--- config.mk ---
export PLATFORM = sky130hd
export DESIGN_NAME = cv32e40x_mult_iter
export DESIGN_NICKNAME = d
export VERILOG_FILES = /design/src/rtl/cv32e40x_pkg.sv /design/src/rtl/cv32e40x_mult_iter_mac.sv /design/src/rtl/cv32e40x_mult_iter.sv
export SDC_FILE = /design/constraint.sdc
export NUM_CORES = 2
export LEC_CHECK = 0
export BUFFER_PORTS_ARGS = -buffer_cell sky130_fd_sc_hd__clkbuf_2
export CORE_MARGIN = 3
export CORE_UTILIZATION = 45
export DETAILED_ROUTE_END_ITERATION = 10
export PLACE_DENSITY = 0.65
export RECOVER_POWER = 100
export SLEW_MARGIN = 20
export SYNTH_ARGS = -nofsm -noshare
export SYNTH_HDL_FRONTEND = slang
export SYNTH_SLANG_ARGS = --single-unit
--- constraint.sdc ---
create_clock -name clk -period 7.25 [get_ports clk]
set_input_delay 0 -clock clk [delete_from_list [all_inputs] [get_ports clk]]
set_output_delay 0 -clock clk [all_outputs]
set_load 0.005 [all_outputs]
--- src/rtl/cv32e40x_pkg.sv ---
// Shared EX-stage types: multiplier opcodes and the iterative multiplier's FSM states.
package cv32e40x_pkg;

  typedef enum logic [1:0] {
    MUL_M32 = 2'b00,
    MUL_H   = 2'b01
  } mul_opcode_e;

  typedef enum logic [1:0] {
    MI_IDLE,
    MI_CALC,
    MI_DONE
  } mult_iter_state_e;

endpackage

--- src/rtl/cv32e40x_mult_iter_mac.sv ---
// One radix-2^SLICE_W step: signed (XLEN+1)x(SLICE_W+1) multiply plus the running high accumulator.
module cv32e40x_mult_iter_mac #(
  parameter int unsigned XLEN    = 32,
  parameter int unsigned SLICE_W = 8
) (
  input  logic [XLEN:0]           acc_hi_i,
  input  logic [XLEN:0]           op_a_i,
  input  logic [SLICE_W:0]        slice_i,
  output logic [XLEN+SLICE_W:0]   sum_o
);

  localparam int unsigned SumW = XLEN + SLICE_W + 1;

  // Truncation to SumW is safe: only bits below SumW feed the next accumulator and lo shift.
  logic signed [SumW-1:0] a_x, s_x, acc_x;

  assign a_x   = SumW'($signed(op_a_i));
  assign s_x   = SumW'($signed(slice_i));
  assign acc_x = SumW'($signed(acc_hi_i));
  assign sum_o = a_x * s_x + acc_x;

endmodule

--- src/rtl/cv32e40x_mult_iter.sv ---
// Iterative MUL/MULH unit: consumes op_b SLICE_W bits per cycle, with an optional one-cycle MUL path.
module cv32e40x_mult_iter
  import cv32e40x_pkg::*;
#(
  parameter int unsigned XLEN     = 32,
  parameter int unsigned SLICE_W  = 8,
  parameter bit          FAST_MUL = 1'b1
) (
  input  logic              clk,
  input  logic              rst,
  input  logic              valid_i,
  input  mul_opcode_e       operator_i,
  input  logic [1:0]        signed_mode_i,
  input  logic [XLEN-1:0]   op_a_i,
  input  logic [XLEN-1:0]   op_b_i,
  output logic [XLEN-1:0]   result_o,
  output logic              ready_o,
  output logic              valid_o,
  input  logic              ready_i
);

  localparam int unsigned N    = XLEN / SLICE_W;
  localparam int unsigned CntW = (N > 1) ? $clog2(N) : 1;
  localparam int unsigned SumW = XLEN + SLICE_W + 1;

  if ((XLEN % SLICE_W) != 0) begin : g_bad_slice
    $error("SLICE_W must divide XLEN");
  end

  mult_iter_state_e  state_q, state_d;
  logic [CntW-1:0]   cnt_q, cnt_d;
  logic [XLEN-1:0]   a_q, a_d, b_q, b_d, lo_q, lo_d;
  logic [XLEN:0]     acc_q, acc_d;
  mul_opcode_e       op_q, op_d;
  logic [1:0]        sm_q, sm_d;

  logic [XLEN:0]     a_ext;
  logic [XLEN-1:0]   b_sh;
  logic [SLICE_W:0]  slice;
  logic              last;
  logic [SumW-1:0]   sum;
  logic [2*XLEN-1:0] lo_cat;
  logic [XLEN-1:0]   fast_res;
  logic              fast_en;

  assign a_ext  = {sm_q[0] & a_q[XLEN-1], a_q};
  assign b_sh   = b_q >> (32'(cnt_q) * SLICE_W);
  assign last   = (cnt_q == CntW'(N - 1));
  // Only the top slice carries op_b's extension bit as a sign; lower slices are unsigned.
  assign slice  = {last & sm_q[1] & b_q[XLEN-1], b_sh[SLICE_W-1:0]};
  assign lo_cat = {XLEN'(sum[SLICE_W-1:0]), lo_q};

  cv32e40x_mult_iter_mac #(
    .XLEN    (XLEN),
    .SLICE_W (SLICE_W)
  ) i_mac (
    .acc_hi_i (acc_q),
    .op_a_i   (a_ext),
    .slice_i  (slice),
    .sum_o    (sum)
  );

  if (FAST_MUL) begin : g_fast
    assign fast_res = op_a_i * op_b_i;
  end else begin : g_no_fast
    assign fast_res = '0;
  end
  assign fast_en = FAST_MUL & (operator_i == MUL_M32);

  always_comb begin
    state_d  = state_q;
    cnt_d    = cnt_q;
    acc_d    = acc_q;
    lo_d     = lo_q;
    a_d      = a_q;
    b_d      = b_q;
    op_d     = op_q;
    sm_d     = sm_q;
    valid_o  = 1'b0;
    ready_o  = 1'b0;
    result_o = '0;
    unique case (state_q)
      MI_IDLE: begin
        ready_o = 1'b1;
        if (valid_i) begin
          if (fast_en) begin
            valid_o  = 1'b1;
            ready_o  = ready_i;
            result_o = fast_res;
          end else begin
            ready_o = 1'b0;
            a_d     = op_a_i;
            b_d     = op_b_i;
            op_d    = operator_i;
            sm_d    = signed_mode_i;
            cnt_d   = '0;
            acc_d   = '0;
            lo_d    = '0;
            state_d = MI_CALC;
          end
        end
      end
      MI_CALC: begin
        acc_d = sum[SLICE_W +: XLEN+1];
        lo_d  = lo_cat[SLICE_W +: XLEN];
        if (last) begin
          state_d = MI_DONE;
        end else begin
          cnt_d = cnt_q + 1'b1;
        end
      end
      MI_DONE: begin
        valid_o  = 1'b1;
        result_o = (op_q == MUL_H) ? acc_q[XLEN-1:0] : lo_q;
        if (ready_i) begin
          ready_o = 1'b1;
          acc_d   = '0;
          lo_d    = '0;
          cnt_d   = '0;
          state_d = MI_IDLE;
        end
      end
      default: state_d = MI_IDLE;
    endcase
    // Kill wins over everything, including a concurrent downstream accept.
    if (!valid_i) begin
      state_d  = MI_IDLE;
      acc_d    = '0;
      lo_d     = '0;
      cnt_d    = '0;
      valid_o  = 1'b0;
      ready_o  = 1'b1;
      result_o = '0;
    end
  end

  always_ff @(posedge clk) begin
    if (rst) begin
      state_q <= MI_IDLE;
      cnt_q   <= '0;
      acc_q   <= '0;
      lo_q    <= '0;
      a_q     <= '0;
      b_q     <= '0;
      op_q    <= MUL_M32;
      sm_q    <= '0;
    end else begin
      state_q <= state_d;
      cnt_q   <= cnt_d;
      acc_q   <= acc_d;
      lo_q    <= lo_d;
      a_q     <= a_d;
      b_q     <= b_d;
      op_q    <= op_d;
      sm_q    <= sm_d;
    end
  end

endmodule
; Yosys cells after proc, flatten, opt, wreduce, memory -nomap -nowiden
; Index checks and enable logic that the tools add are counted.
[classes]
n_div = 0
n_mux = 24
n_bitwise = 5
magnitude_cmp = 0
reduce_logical = 8
n_addsub = 2
multipliers = 2
n_shift = 1
eq_ne = 8
[ops]
columns = operator, count
row1 = 2-to-1 mux 32 bit, 5
row2 = case mux 33 bit (3 select lines), 1
row3 = case mux 32 bit (3 select lines), 1
row4 = 2-to-1 mux 33 bit, 2
row5 = case mux 32 bit (2 select lines), 1
row6 = adder 41 x 33 -> 41 bit, 1
row7 = multiplier 33 x 9 -> 41 bit, 1
row8 = multiplier 32 x 32 -> 32 bit, 1
row9 = right shift 32 x 5 -> 8 bit, 1
row10 = case mux 2 bit (3 select lines), 2
row11 = 2-to-1 mux 2 bit, 5
row12 = AND reduction 3 bit, 3
row13 = "inequality test 2 bit, second input constant", 4
row14 = 2-to-1 mux 1 bit, 5
row15 = "equality test 2 x 1 -> 1 bit, second input constant", 2
row16 = "equality test 2 bit, second input constant", 2
row17 = logical NOT 2 bit, 2
row18 = case mux 1 bit (2 select lines), 2
row19 = AND reduction 4 bit, 1
row20 = bitwise AND 1 bit, 3
row21 = nonzero test 3 bit, 1
row22 = "adder 2 x 1 -> 2 bit, second input constant", 1
row23 = NOT 1 bit, 2
row24 = OR reduction 2 bit, 1
[totals]
register_bits = 137
input_bits = 72
wordCells = 58
romBits = 0
latch_bits = 0
mem_count = 0
ram_bits = 0

; Longest topological paths before layout
[depth]
depth_word = 6
depth_mapped = 27
depth_no_buf = 25

; Hierarchy
; From an unflattened synthesis, not the netlist that was laid out.
[unflattened]
hier_cells = 3730
area_unflattened_um2 = 32299.7
[modules_own_cells]
columns = module, area_each_um2, n_inst, cells_each, seq_area_each_um2
row1 = cv32e40x_mult_iter, 21230.4, 1, 2427, 2742.6
row2 = cv32e40x_mult_iter_mac, 11069.4, 1, 1303, 0.0

; Worst setup path after synthesis
; Ideal clock, no wire load.
[synth_timing]
path_type = input-to-output
startpoint = in op_b_i[5]
endpoint = out result_o[29]
n_path_buf = 2
t_required_ns = 7.250
arrival_ns = 6.306
path_slack_ns = 0.944
stages = 23
cell_sequence = clkbuf_1 -> clkbuf_1 -> and2_1 -> fa_1 -> fa_1 -> fa_1 -> inv_1 -> fa_1 -> inv_1 -> fa_1 -> fa_1 -> fa_1 -> fa_1 -> ha_1 -> a21o_1 -> a21o_1 -> a21oi_1 -> o21ai_0 -> a21oi_1 -> a21bo_1 -> a21oi_1 -> xnor2_1 -> o22ai_1
[synth_between]
elab_chain_len = 4
[synth_lines]
columns = item, line
row1 = from (decl), cv32e40x_mult_iter.sv:15  ; input logic [XLEN-1:0] op_b_i,
row2 = multiplier 32 x 32 -> 32 bit, cv32e40x_mult_iter.sv:64  ; assign fast_res = op_a_i * op_b_i;
row3 = 2-to-1 mux 32 bit, cv32e40x_mult_iter.sv:86  ; if (fast_en) begin
row4 = case mux 32 bit (2 select lines), cv32e40x_mult_iter.sv:82  ; unique case (state_q)
row5 = 2-to-1 mux 32 bit, cv32e40x_mult_iter.sv:126  ; if (!valid_i) begin
row6 = to (decl), cv32e40x_mult_iter.sv:16  ; output logic [XLEN-1:0] result_o,
; No other way between the ends.

; Final worst setup path
[layout_timing]
startpoint = in op_a_i[7]
endpoint = out result_o[24]
[layout_between]
elab_chain_len = 4
[layout_lines]
columns = item, line
row1 = from (decl), cv32e40x_mult_iter.sv:14  ; input logic [XLEN-1:0] op_a_i,
row2 = multiplier 32 x 32 -> 32 bit, cv32e40x_mult_iter.sv:64
row3 = 2-to-1 mux 32 bit, cv32e40x_mult_iter.sv:86
row4 = case mux 32 bit (2 select lines), cv32e40x_mult_iter.sv:82
row5 = 2-to-1 mux 32 bit, cv32e40x_mult_iter.sv:126
; No other way between the ends.

==> key figures <==
Outcome
  – Status: complete, but fails checks
  – Failing checks: max-capacitance violations, max-slew violations

STA
  – Final hold slack: 0.00719 ns
  – Tcrit/Tclk final: 97.7%
  – Final hold viol count: 0
  – Fmax: 0.141 GHz
  – Minimum clock period: 7.08 ns
  – Fin. max-slew vios: 111
  – Headroom to the max-slew limit: -132%
  – Worst slew pin tran: 3.48 ns
  – Final Setup Violations: 0
  – Worst clock skew: 0.0222 ns
  – Setup ws final: 0.168 ns
  – RSZ-0062 raised after global routing: yes

Die
  – DIE WIDTH: 272 µm
  – FP Rows: 96
  – Die area: 0.0739 mm²
  – Core Area: 0.0693 mm²
  – Die Y: 272 µm
  – I/O pins: 106
  – Initial Utilization: 45.9%

Logic synthesis
  – Post-synth ARST share: 0%
  – Seq/Total Area, Yosys: 8.62%
  – Post-synth top cells: 679 x fa_1, 611 x inv_1, 591 x nand2_1
  – Gate Count Post-Synth: 3591
  – Yosys top cell area share: 42.7%
  – Cell with the most instances after synthesis: fa_1
  – EDFF count, synth: 0
  – Post-synthesis cell type count: 69
  – Top FF cell, synth: dfxtp_1
  – Mapped cell area: 0.0318 mm²
  – Post-synth top area cell: fa_1
  – Flops & latches, synth: 137
  – Yosys warns: 0
  – Syn Area/Cell: 8.86 µm²
  – Top cells by area, synth: fa_1 43%, dfxtp_1 8.6%, ha_1 8.5%
  – Post-Syn Nets: 4559

Global route
  – Antenna violations before repair: 2
  – First-pass GRT wire length: 146 mm
  – Pin count of the biggest net entering global routing: 70
  – Grt total ovfl: 0
  – Vias in the first global route: 25800
  – Global-route usage over all layers: 25.6%

Setup path
  – CP startpoint: op_a_i[7]
  – Reg2reg end: acc_q[27]
  – R2R Setup Slk: 0.23 ns
  – Max incr delay on CP: 0.54 ns
  – Critical Path Start Type: input pin
  – Kind of critical path: input pin to output port
  – Reg2Reg Depth: 20
  – Critical path data arrival time: 7.08 ns
  – Cell family with most CP delay: adder cells
  – Crit path to: result_o[24]
  – Crit end category: output port
  – Crit path top cell by count: fa_1
  – Worst Path Required: 7.25 ns
  – Slowest-stage cell, CP: fa_1
  – CP Buf/Inv Count: 7
  – RR Startpoint: cnt_q[1]
  – CP Depth: 26
  – Crit-path max FO: 13

Final layout
  – Post-layout nets: 4569
  – Synthesis-to-layout area growth: 7.51%
  – Share of cells above drive strength 1: 7.36%
  – Fillers: 6699
  – Final core occ: 49.3%
  – Layout Cells excl Fill: 4547

Detailed routing
  – Remaining antenna violation count: 0
  – Vias: 24400
  – DRC viols: 0
  – Wire per inst: 20.3 µm
  – DRT iter0 DRCs: 1808
  – Post-Route WL: 92.5 mm
  – Mean number of vias per cell: 5.36
  – Initial DRT Pass Iterations: 5

Clocking
  – Clock Sinks: 137
  – TritonCTS clock tree: yes
  – CTS root buf: clkbuf_16
  – TritonCTS Buffers: 17
  – CTS Buffer Depth: 2
  – Setup Fix Bufs, Post-CTS: 0
  – Clock Pin Slew Worst Setup and Hold Paths: 0.06 ns
  – Htree depth: 4
  – Clk_lat worst skew: 0.46 ns

Placed design
  – Placed cell count: 4490
  – I/O Buffers: 105
  – Routability congestion estimate from global placement: 0.918
  – DPL Wire Length: 73.6 mm
  – Placement Setup Slack: 0.222 ns

Min path
  – Hold Path Origin: op_a_i[20]
  – Worst min-delay path class: input pin to register

Run
  – Max cap viols: 2
## area by class of cell
class                   count  area (µm²)  area share, %
clock buffers              18         439           1.28
multi-input cells        2633       26100           76.2
inverters                 611        2290           6.71
repair buffers            201        1260           3.70
clock inverters            14         210          0.615
well taps                 931        1160           3.41
diodes                      2        5.00         0.0146
flip-flops and latches    137        2740           8.03
## sequential cells by signal, indices dropped and copies added (netlist names)
register,cells
a_q,32
acc_q,33
sm_q,2
b_q,32
lo_q,32
cnt_q,2
state_q,2
op_q,2
## cell families after synthesis
logic type,synth area share (%)
multiplexers,1.04
adder cells (fa/ha/maj),51.3
AO/OA/AOI/OAI,7.49
flip-flops,8.62
buffers and inverters,9.76
AND/OR/NAND/NOR,18.5
XOR/XNOR,3.28
## layout by cell type (no fill, tap or decap), types with 5 or more instances in the layout
| master | count |
|---|---|
| a22oi_1 | 43 |
| a31oi_1 | 9 |
| nand3_1 | 9 |
| dfxtp_1 | 136 |
| nand2b_1 | 25 |
| o21a_1 | 9 |
| mux4_2 | 8 |
| nor2b_1 | 7 |
| a211oi_1 | 5 |
| xnor2_1 | 85 |
| ha_1 | 217 |
| clkbuf_1 | 15 |
| nor2_1 | 101 |
| o21ai_0 | 44 |
| a211o_1 | 8 |
| fa_1 | 679 |
| inv_1 | 611 |
| and3_1 | 7 |
| a21oi_1 | 165 |
| a21o_1 | 20 |
| dlygate4sd3_1 | 20 |
| and2_1 | 407 |
| mux2i_1 | 15 |
| a21oi_2 | 5 |
| clkbuf_2 | 94 |
| o21ai_1 | 8 |
| nand2_1 | 590 |
| buf_4 | 70 |
| or2_2 | 32 |
| nor3_1 | 8 |
| clkbuf_16 | 17 |
| xor2_1 | 33 |
| inv_6 | 5 |
| nand4_1 | 8 |
| or3_1 | 6 |
| o22ai_1 | 10 |
## timing repair
action	4_1_cts	5_1_grt
hold endpoints to repair	21	0
hold buffers	20	0
setup endpoints to repair	0	5
resized for setup	0	9
## worst min-delay path, stage by stage
cell and delay (ns):
clkbuf_2 0.19, nand2_1 0.14, a21oi_1 0.07
## worst min-delay path by stage
stage	to	slack (ns)	cells after the start
after detailed placement	sm_q[1]	0.23	3
after global routing	a_q[20]	0.01	3
after CTS	a_q[20]	0.007	3
final	a_q[20]	0.007	3
after global placement	sm_q[1]	0.22	3
after floorplan	ready_o	0.07	1
## per-stage QoR
stage / area (µm²) / setup TNS [ns]
final: 34200 / 0
after CTS: 34100 / 0
after global placement: 33300 / 0
after floorplan: 31800 / 0
after global routing: 34200 / -0.0272
after detailed placement: 33300 / 0
## metal layers
layer,up-vias,wire length (µm),GRT usage [%]
li1,10900,-,-
met1,12400,37800,34.0
met2,863,43700,42.4
met3,176,7000,4.09
met4,2,3950,9.31
met5,-,7,0
Power is not shown: default switching activity piles up to over one toggle a cycle in this logic, so the estimate is an artifact.
